--- config.mk ---
export PLATFORM = sky130hd
export DESIGN_NAME = pi_digit_scroller
export DESIGN_NICKNAME = d
export VERILOG_FILES = /design/src/rtl/pi_digit_scroller.sv
export SDC_FILE = /design/constraint.sdc
export NUM_CORES = 1
export LEC_CHECK = 0
export CAP_MARGIN = 25
export CORE_ASPECT_RATIO = 1.1
export CORE_MARGIN = 2
export CORE_UTILIZATION = 55
export CTS_BUF_LIST = sky130_fd_sc_hd__clkbuf_16
export CTS_CLUSTER_SIZE = 40
export DETAILED_ROUTE_END_ITERATION = 6
export GPL_TIMING_DRIVEN = 0
export PLACE_DENSITY = 0.79
export SLEW_MARGIN = 30
export SYNTH_ARGS = -nofsm -noshare
export SYNTH_HDL_FRONTEND = slang
export SYNTH_SLANG_ARGS = --single-unit
export TNS_END_PERCENT = 1
--- constraint.sdc ---
create_clock -name clk -period 3.35 [get_ports clk]
set_input_delay 0.5025 -clock clk [delete_from_list [all_inputs] [get_ports clk]]
set_output_delay 0.5025 -clock clk [all_outputs]
set_load 0.005 [all_outputs]
--- src/rtl/pi_digit_scroller.sv ---
// Buffers a stream of BCD digits in a small FIFO and shifts one into an
// 8-digit display window on every scroll tick, feeding the seven-segment scanner.
module pi_digit_scroller #(
    parameter int         DEPTH      = 8,
    parameter int         SCROLL_DIV = 25000000,
    parameter int         COUNT_W    = 16,
    parameter logic [3:0] BLANK      = 4'd10
) (
    input  logic                     clk,
    input  logic                     rst,
    input  logic                     pause,
    input  logic                     in_valid,
    input  logic [3:0]               in_digit,
    output logic                     in_ready,
    output logic [31:0]              digits_o,
    output logic [COUNT_W-1:0]       count_o,
    output logic [$clog2(DEPTH):0]   fifo_level,
    output logic                     err_o
);

    localparam int                 PTR_W     = $clog2(DEPTH);
    localparam int                 LVL_W     = PTR_W + 1;
    localparam int                 PS_W      = (SCROLL_DIV > 1) ? $clog2(SCROLL_DIV) : 1;
    localparam logic [PS_W-1:0]    PS_MAX    = PS_W'(SCROLL_DIV - 1);
    localparam logic [LVL_W-1:0]   FULL      = LVL_W'(DEPTH);
    localparam logic [COUNT_W-1:0] COUNT_MAX = '1;

    logic [3:0]       mem [DEPTH];
    logic [PTR_W-1:0] wr_ptr;
    logic [PTR_W-1:0] rd_ptr;
    logic [PS_W-1:0]  prescaler;
    logic             push;
    logic             bad_digit;
    logic             store;
    logic             tick;
    logic             pop;

    // Occupancy is registered, so a pop while full frees a slot only next cycle.
    assign in_ready  = (fifo_level != FULL);
    assign push      = in_valid && in_ready;
    assign bad_digit = (in_digit > 4'd9);
    assign store     = push && !bad_digit;
    assign tick      = (prescaler == PS_MAX) && !pause;
    assign pop       = tick && (fifo_level != '0);

    // NOTE: every register uses <= so all updates see the pre-edge state.
    always_ff @(posedge clk) begin
        if (rst) begin
            prescaler <= '0;
        end else if (!pause) begin
            prescaler <= (prescaler == PS_MAX) ? '0 : prescaler + PS_W'(1);
        end
    end

    // NOTE: the storage array is not reset; pointers and level define which entries are live.
    always_ff @(posedge clk) begin
        if (store && !rst) begin
            mem[wr_ptr] <= in_digit;
        end
    end

    always_ff @(posedge clk) begin
        if (rst) begin
            wr_ptr     <= '0;
            rd_ptr     <= '0;
            fifo_level <= '0;
        end else begin
            if (store) begin
                wr_ptr <= wr_ptr + PTR_W'(1);
            end
            if (pop) begin
                rd_ptr <= rd_ptr + PTR_W'(1);
            end
            if (store && !pop) begin
                fifo_level <= fifo_level + LVL_W'(1);
            end else if (pop && !store) begin
                fifo_level <= fifo_level - LVL_W'(1);
            end
        end
    end

    always_ff @(posedge clk) begin
        if (rst) begin
            digits_o <= {8{BLANK}};
            count_o  <= '0;
        end else if (pop) begin
            digits_o <= {digits_o[27:0], mem[rd_ptr]};
            if (count_o != COUNT_MAX) begin
                count_o <= count_o + COUNT_W'(1);
            end
        end
    end

    always_ff @(posedge clk) begin
        if (rst) begin
            err_o <= 1'b0;
        end else if (push && bad_digit) begin
            err_o <= 1'b1;
        end
    end

endmodule

==> reports/qor.txt, run 1 <==
Mapped Nets -> 499
H-tree levels -> 4
CP Data Arrival Time -> 3.34 ns
Full die area -> 9660 sq um
HP Start -> digits_o[30]
GPL Wtd Cong -> 0.802
Area of the multi-input gates -> 2150 sq um
Flop pwr share -> 44.0%
Drt drc -> 0
Area grow syn2layout -> 27.8%
Port Buffer Count -> 61
Share of layout cells above drive strength 1 -> 8.48%
Status -> completed
Clk pwr share -> 51.5%
Slew HR -> 50.8%
Yosys Warn Count -> 0
Avg Inst Size Synth -> 10.1 sq um
CP max FO -> 7
Antenna Cells -> 0
Library cells used by synthesis -> 49
Worst setup SP type -> register
Overall power -> 3370 uW
Die Y -> 103 microns
Kind of critical path -> reg2reg
Power Density -> 539 nW/um^2
Most frequent cell after synthesis -> dfxtp_1
Fillers -> 614
Dpl hpwl -> 7280 microns
First-pass GRT wire length -> 17,800 microns
Clock skew -> 0.00860 ns
Sw frac -> 20.7%
Comb power frac -> 4.4%
Crit end category -> register
HP Class -> reg2reg
Share of the synthesized area in the top cell type -> 34.4%
Vias per Instance -> 5.75
RSZ-0062 raised after global routing -> false
Clk buf depth -> 2
Hold WS -> 0.453 ns
Commonest cells post-synth -> dfxtp_1 (84), nand2_1 (78), nor2_1 (54)
Row Count -> 36
Final Cell Area -> 6250 sq um
Vias in the first global route -> 3,700
CTS root buf -> clkbuf_16
Ys flop type -> dfxtp_1
DRT Wirelength -> 11,200 microns
EDFF count, synth -> 32
FF-to-FF Start -> prescaler[14]
Final WS setup -> 0.345 ns
Actual slew at the worst max-slew pin -> 0.739 ns
Worst path required time -> 3.68 ns
Routed Antenna Nets -> 0
Core ar. -> 8740 sq um
Number of I/O pins -> 62
Max Slew Vio Count -> 0
Leak pwr -> 0.00222 uW
Min Tclk post-route -> 3.01 ns
Pin count of the biggest net entering global routing -> 17
Register area -> 2640 sq um
Clock latency on the worst-skew pair -> 0.41 ns
Initial antenna violation count -> 0
Final Setup Violations -> 0
Fin. Hold Viols -> 0
Worst ir drop on vdd -> 0.481 mV
FMAX -> 333 MHz
Max Cap Viol -> 0
Routed vias -> 3,982
Crit. Startpoint -> prescaler[14]
Seq cells post-synth -> 116
Worst-path clk slew -> 0.05 ns
Switching pwr -> 697 uW
Internal -> 2670 uW
1st-iter DRT viols -> 192
Iteration count of the initial detailed-routing pass -> 4
Ys async rst share -> 0%
CTS resizes -> 0
Register area share after synthesis -> 54.1%
Synth area leaders -> dfxtp_1 (34%), edfxtp_1 (20%), nand2_1 (6.0%), nor2_1 (4.1%), xor2_1 (4.1%)
Wire per inst -> 16.2 microns
CTS tree -> yes
GRT Total Usage -> 24.0%
# clock sinks -> 116
Die width -> 93.9 microns
Nets -> 582
Final Cycle Share -> 89.7%
Area after DPL -> 5640 sq um
Syn Inst Count -> 483
Grt total ovfl -> 0
Area leader, netlist -> dfxtp_1
Initial Utilization -> 55.9%
Pre-CTS WS -> -0.381 ns
Num CTS Buffers -> 17
Final core occ -> 71.5%
Synth Cell Area -> 4890 sq um
[flip-flops by register name (all words and copies together), names as in the netlist]
name        flops
count_o        16
digits_o       32
err_o           1
fifo_level      4
mem            32
prescaler      25
rd_ptr          3
wr_ptr          3
[worst max-delay path, stage by stage (launching register included)]
cell	delay (ns)
dfxtp_1	0.46
or3b_1	0.44
nor4_4	0.46
nand2_1	0.11
ha_1	0.22
inv_1	0.11
ha_1	0.24
a21o_1	0.18
a21oi_1	0.17
xnor2_1	0.09
or3_1	0.30
a21oi_1	0.14
[cells by family after synthesis]
logic type                 Yosys count  synth area share, %
DFF                                116                 54.1
and+or+nand+nor                    229                 23.9
AOI/OAI and AO/OA                   57                 6.86
adders and majority gates            8                 2.20
muxes                               14                 4.94
xor gates and xnor gates            32                 5.73
buffers and inverters               27                 2.30
[routing by layer]
metal | track usage (%) | vias to the layer above | routed length [microns]
met5 | 0 | - | 0
met4 | 11.4 | 0 | 279
met3 | 5.92 | 28 | 541
met2 | 40.7 | 126 | 5670
met1 | 28.9 | 1935 | 4710
li1 | - | 1893 | -
[stage by stage]
step	setup TNS, ns	instances
2_1_floorplan	0	483
3_3_place_gp	-0.280	658
3_5_place_dp	-0.381	658
4_1_cts	0	689
5_1_grt	0	692
6_report	0	692
[final timing paths]
path              endpoint  slack, ns  cells after the start
max          fifo_level[3]       0.34                     11
min           digits_o[30]       0.45                      2
max reg2reg  fifo_level[3]       0.34                     11
min reg2reg   digits_o[30]       0.45                      2
[what timing repair did]
item / CTS / global route
hold buffers: 0 / 0
setup buffers: 0 / 3
setup endpoints to repair: 0 / 1
[power by group through the flow]
stage | sequential (uW) | combinational [uW] | clock [uW]
6_report | 1480 | 150 | 1740
5_1_grt | 1490 | 165 | 1820
4_1_cts | 1480 | 150 | 1750
3_5_place_dp | 1510 | 147 | 0
3_3_place_gp | 1510 | 141 | 0
2_1_floorplan | 1500 | 89.0 | 0
[cell type report]
class                   count  share of cell area [%]
clock inverters            14                    2.34
inverters                   7                   0.421
well taps                 114                    2.28
plain buffers              20                    1.38
repair buffers             64                    10.1
clock buffers              17                    6.81
multi-input cells         340                    34.3
flip-flops and latches    116                    42.3
[placed cells by master, fill, tap and decap left out, types with 8 or more instances in the layout]
| cell type | n |
|---|---|
| nand4_1 | 13 |
| or3_1 | 12 |
| mux4_2 | 8 |
| nand2_1 | 78 |
| a21oi_1 | 34 |
| inv_1 | 9 |
| clkbuf_1 | 14 |
| xor2_1 | 23 |
| nand3b_1 | 15 |
| edfxtp_1 | 32 |
| dfxtp_1 | 84 |
| nor2_1 | 54 |
| nand3_1 | 18 |
| clkbuf_16 | 17 |
| nor3_1 | 8 |
| xnor2_1 | 9 |
| clkdlybuf4s50_1 | 61 |
(Power assumes the default switching activity.)
==> run 2, diff against run 1 <==
Settings changed: ABC_AREA set to 1, CORE_UTILIZATION 55 to 56, PLACE_DENSITY 0.79 to 0.8.
==> run 2 against run 1 <==
  * Combinational power down 9%
  * Hold slack improved by 0.0083 ns
  * Via count is 24% higher
  * Setup slack got worse by 0.16 ns
==> reports/qor.txt, run 2 <==
GRT Total Usage -> 25.3% (+1.3 points)
Actual slew at the worst max-slew pin -> 0.638 ns (-0.101 ns)
Synth Area in Compound Gates -> 9.19% (+2.3 points)
Vias per Instance -> 5.47 (-5.0%)
Crit path max-delay family -> buffers and inverters
1st-iter DRT viols -> 324 (+69%)
Overall power -> 3300 uW (-2.0%)
Share of layout cells above drive strength 1 -> 8.87% (+0.39 points)
Commonest non-fill, non-tap cells in the layout -> nor2_1 (147), nand2_1 (130), dfxtp_1 (84), inv_1 (65), clkdlybuf4s50_1 (61)
Fin. Hold Viols -> 0 (unchanged)
First-pass GRT wire length -> 21,300 microns (+20%)
CP max FO -> 10 (+3)
GPL Wtd Cong -> 0.858 (+6.9%)
Hold buffer count at CTS -> 0 (unchanged)
Worst ir drop on vdd -> 0.453 mV (-5.7%)
Worst setup SP type -> input port
Port Buffer Count -> 61 (unchanged)
Crit path max-delay cell type -> clkdlybuf4s50_1
Seq cells post-synth -> 116 (unchanged)
Main combinational cell family by area after synthesis -> simple AND/OR/NAND/NOR gates
Initial Utilization -> 57.5% (+1.5 points)
Power Density -> 496 nW/um^2 (-8.1%)
Syn Inst Count -> 696 (+44%)
CTS resizes -> 0 (unchanged)
Worst path cell trace -> clkdlybuf4s50_1, inv_4, nand2_1, nor2_1, nand2_1, nor2_2, nand2_2, nor2_4, buf_6, inv_4, buf_6, ha_1, inv_1, ha_1, nand2_1, nand2_1, o21ai_0, nand3_1, o21ai_0, a21oi_1
DRT Wirelength -> 12,800 microns (+14%)
Routed Antenna Nets -> 0 (unchanged)
HP Class -> reg2reg
Max Cap Viol -> 0 (unchanged)
Register area share after synthesis -> 49.4% (-4.7 points)
Finished Layout Cells -> 906 (+31%)
Final Setup Violations -> 0 (unchanged)
Setup TNS -> 0 ns (unchanged)
Full die area -> 10,400 sq um (+7.2%)
Ys async rst share -> 0% (unchanged)
Avg Inst Size Synth -> 7.69 sq um (-24%)
Dpl hpwl -> 8970 microns (+23%)
Nets -> 792 (+36%)
Library cells used by synthesis -> 36 (-27%)
Drt drc -> 0 (unchanged)
Synth area leaders -> dfxtp_1 (31%), edfxtp_1 (18%), nor2_1 (10%), nand2_1 (9.1%), inv_1 (4.6%)
Fillers -> 703 (+14%)
Row Count -> 37 (+2.8%)
Share of the synthesized area in the top cell type -> 31.4% (-3.0 points)
Synth Cell Area -> 5350 sq um (+9.4%)
Leak pwr -> 0.00266 uW (+20%)
Routed vias -> 4,955 (+24%)
Min Tclk post-route -> 3.16 ns (+0.158 ns)
Clk buf depth -> 2 (unchanged)
Number of I/O pins -> 62 (unchanged)
Area grow syn2layout -> 24.5%
Worst path required time -> 3.65 ns (-0.03 ns)
FMAX -> 316 MHz (-5.0%)
Simple-Gate Fraction of Synth Area -> 30.7% (+6.8 points)
Core ar. -> 9310 sq um (+6.5%)
Hold WS -> 0.461 ns (+0.00833 ns)
Clock skew -> 0.0123 ns (+0.00366 ns)
Mux cell area share after synthesis -> 0% (-4.9 points)
Wire per inst -> 14.1 microns (-13%)
Vias in the first global route -> 4,732 (+28%)
EDFF count, synth -> 32 (unchanged)
Mapped Nets -> 712 (+43%)
RSZ-0062 raised after global routing -> false
Slew HR -> 57.1% (+6.4 points)
Commonest cells post-synth -> nor2_1 (147), nand2_1 (130), dfxtp_1 (84)
Largest regs -> digits_o x32, mem x32, prescaler x25
Initial antenna violation count -> 0 (unchanged)
Num CTS Buffers -> 17 (unchanged)
Worst-path clk slew -> 0.06 ns (about the same)
Cell mode on critical path -> nand2_1
Area leader, netlist -> dfxtp_1
Antenna Cells -> 0 (unchanged)
Dpl cells -> 874 (+33%)
Leading cell type in the layout, fill and taps excluded -> nor2_1
Kind of critical path -> in2reg
CP Data Arrival Time -> 3.46 ns (+0.12 ns)
Xor/xnor share of the synthesized area -> 1.15% (-4.6 points)
Crit end category -> register
# clock sinks -> 116 (unchanged)
Grt total ovfl -> 0 (unchanged)
Die width -> 97.2 microns (+3.5%)
CTS root buf -> clkbuf_16
Ys flop type -> dfxtp_1
Most frequent cell after synthesis -> nor2_1
Post-synthesis adder-cell area fraction -> 2.01% (-0.19 points)
Final core occ -> 71.6% (about the same)
Final Cycle Share -> 94.4% (+4.7 points)
H-tree levels -> 4 (unchanged)
Status -> completed
Pin count of the biggest net entering global routing -> 17 (unchanged)
Yosys Warn Count -> 0 (unchanged)
Critical Path Max Stage Delay -> 0.53 ns (+0.07 ns)
CP bufs+invs -> 6 (+5)
Postcts setup bufs -> 0 (unchanged)
Max Slew Vio Count -> 0 (unchanged)
Clock latency on the worst-skew pair -> 0.42 ns (about the same)
Die Y -> 107 microns (+3.5%)
Iteration count of the initial detailed-routing pass -> 5 (+1)
CTS tree -> yes
==> run 2: cell types whose count changed after synthesis, sizes merged, moves of 9 or more <==
cell / previous run / this run
or3: 12 / 0
nand3: 19 / 46
nand2: 78 / 136
inv: 7 / 68
xor2: 23 / 7
nand3b: 15 / 2
xnor2: 9 / 0
o21ai: 9 / 55
nor2: 54 / 162
==> run 2: power by group <==
| part | switching (uW) | total, uW | leakage (uW) | internal, uW |
|---|---|---|---|---|
| combinational | 82.8 | 136 | 0.00143 | 53.3 |
| clock | 672 | 1690 | 0.000268 | 1020 |
| sequential | 15.1 | 1470 | 0.000967 | 1460 |
| total | 770 | 3300 | 0.00266 | 2530 |
==> run 2: layout make-up <==
class	instances	area, sq um	area share [%]
Buffer	24	143	2.14
Clock buffer	17	425	6.39
Clock inverter	15	129	1.94
Inverter	68	260	3.91
Multi-Input combinational cell	488	2300	34.6
Sequential cell	116	2640	39.7
Tap cell	117	146	2.20
Timing Repair Buffer	61	611	9.17
==> run 2: final timing paths <==
kind | startpoint | end | slack, ns | cells past startpoint
max | pause | fifo_level[3] | 0.19 | 20
min | digits_o[31] | digits_o[31] | 0.46 | 2
max reg2reg | prescaler[0] | fifo_level[3] | 0.41 | 19
min reg2reg | digits_o[31] | digits_o[31] | 0.46 | 2
==> run 2: cell families after synthesis <==
logic type / count (synthesis)
adder cells (fa/ha/maj): 8
AO/OA/AOI/OAI: 92
buffers and inverters: 92
AND/OR/NAND/NOR: 381
flip-flops: 116
XOR/XNOR: 7
==> run 2: layer usage <==
layer  vias up  track usage (%)  wire (microns)
met3        29             5.19             773
met1      2317             29.7            5260
li1       2431                -               -
met2       178             44.9            6460
met5         -                0               0
met4         0             10.9             273
==> run 2: worst reg2reg max path: cells and delay by family (launching register included) <==
kind / cells / cell delay [ns]
AO/OA/AOI/OAI: 3 / 0.41
flip-flops: 1 / 0.36
AND/OR/NAND/NOR: 8 / 0.74
adder cells (fa/ha/maj): 3 / 0.73
buffers and inverters: 5 / 0.59
==> run 2: stage by stage <==
stage | worst slack, ns | instance area, sq um
final | 0.187 | 6660
after global routing | 0.0118 | 6660
after CTS | 0.233 | 6660
after detailed placement | -0.147 | 6110
after global placement | -0.0150 | 6110
after floorplan | 0.811 | 5350
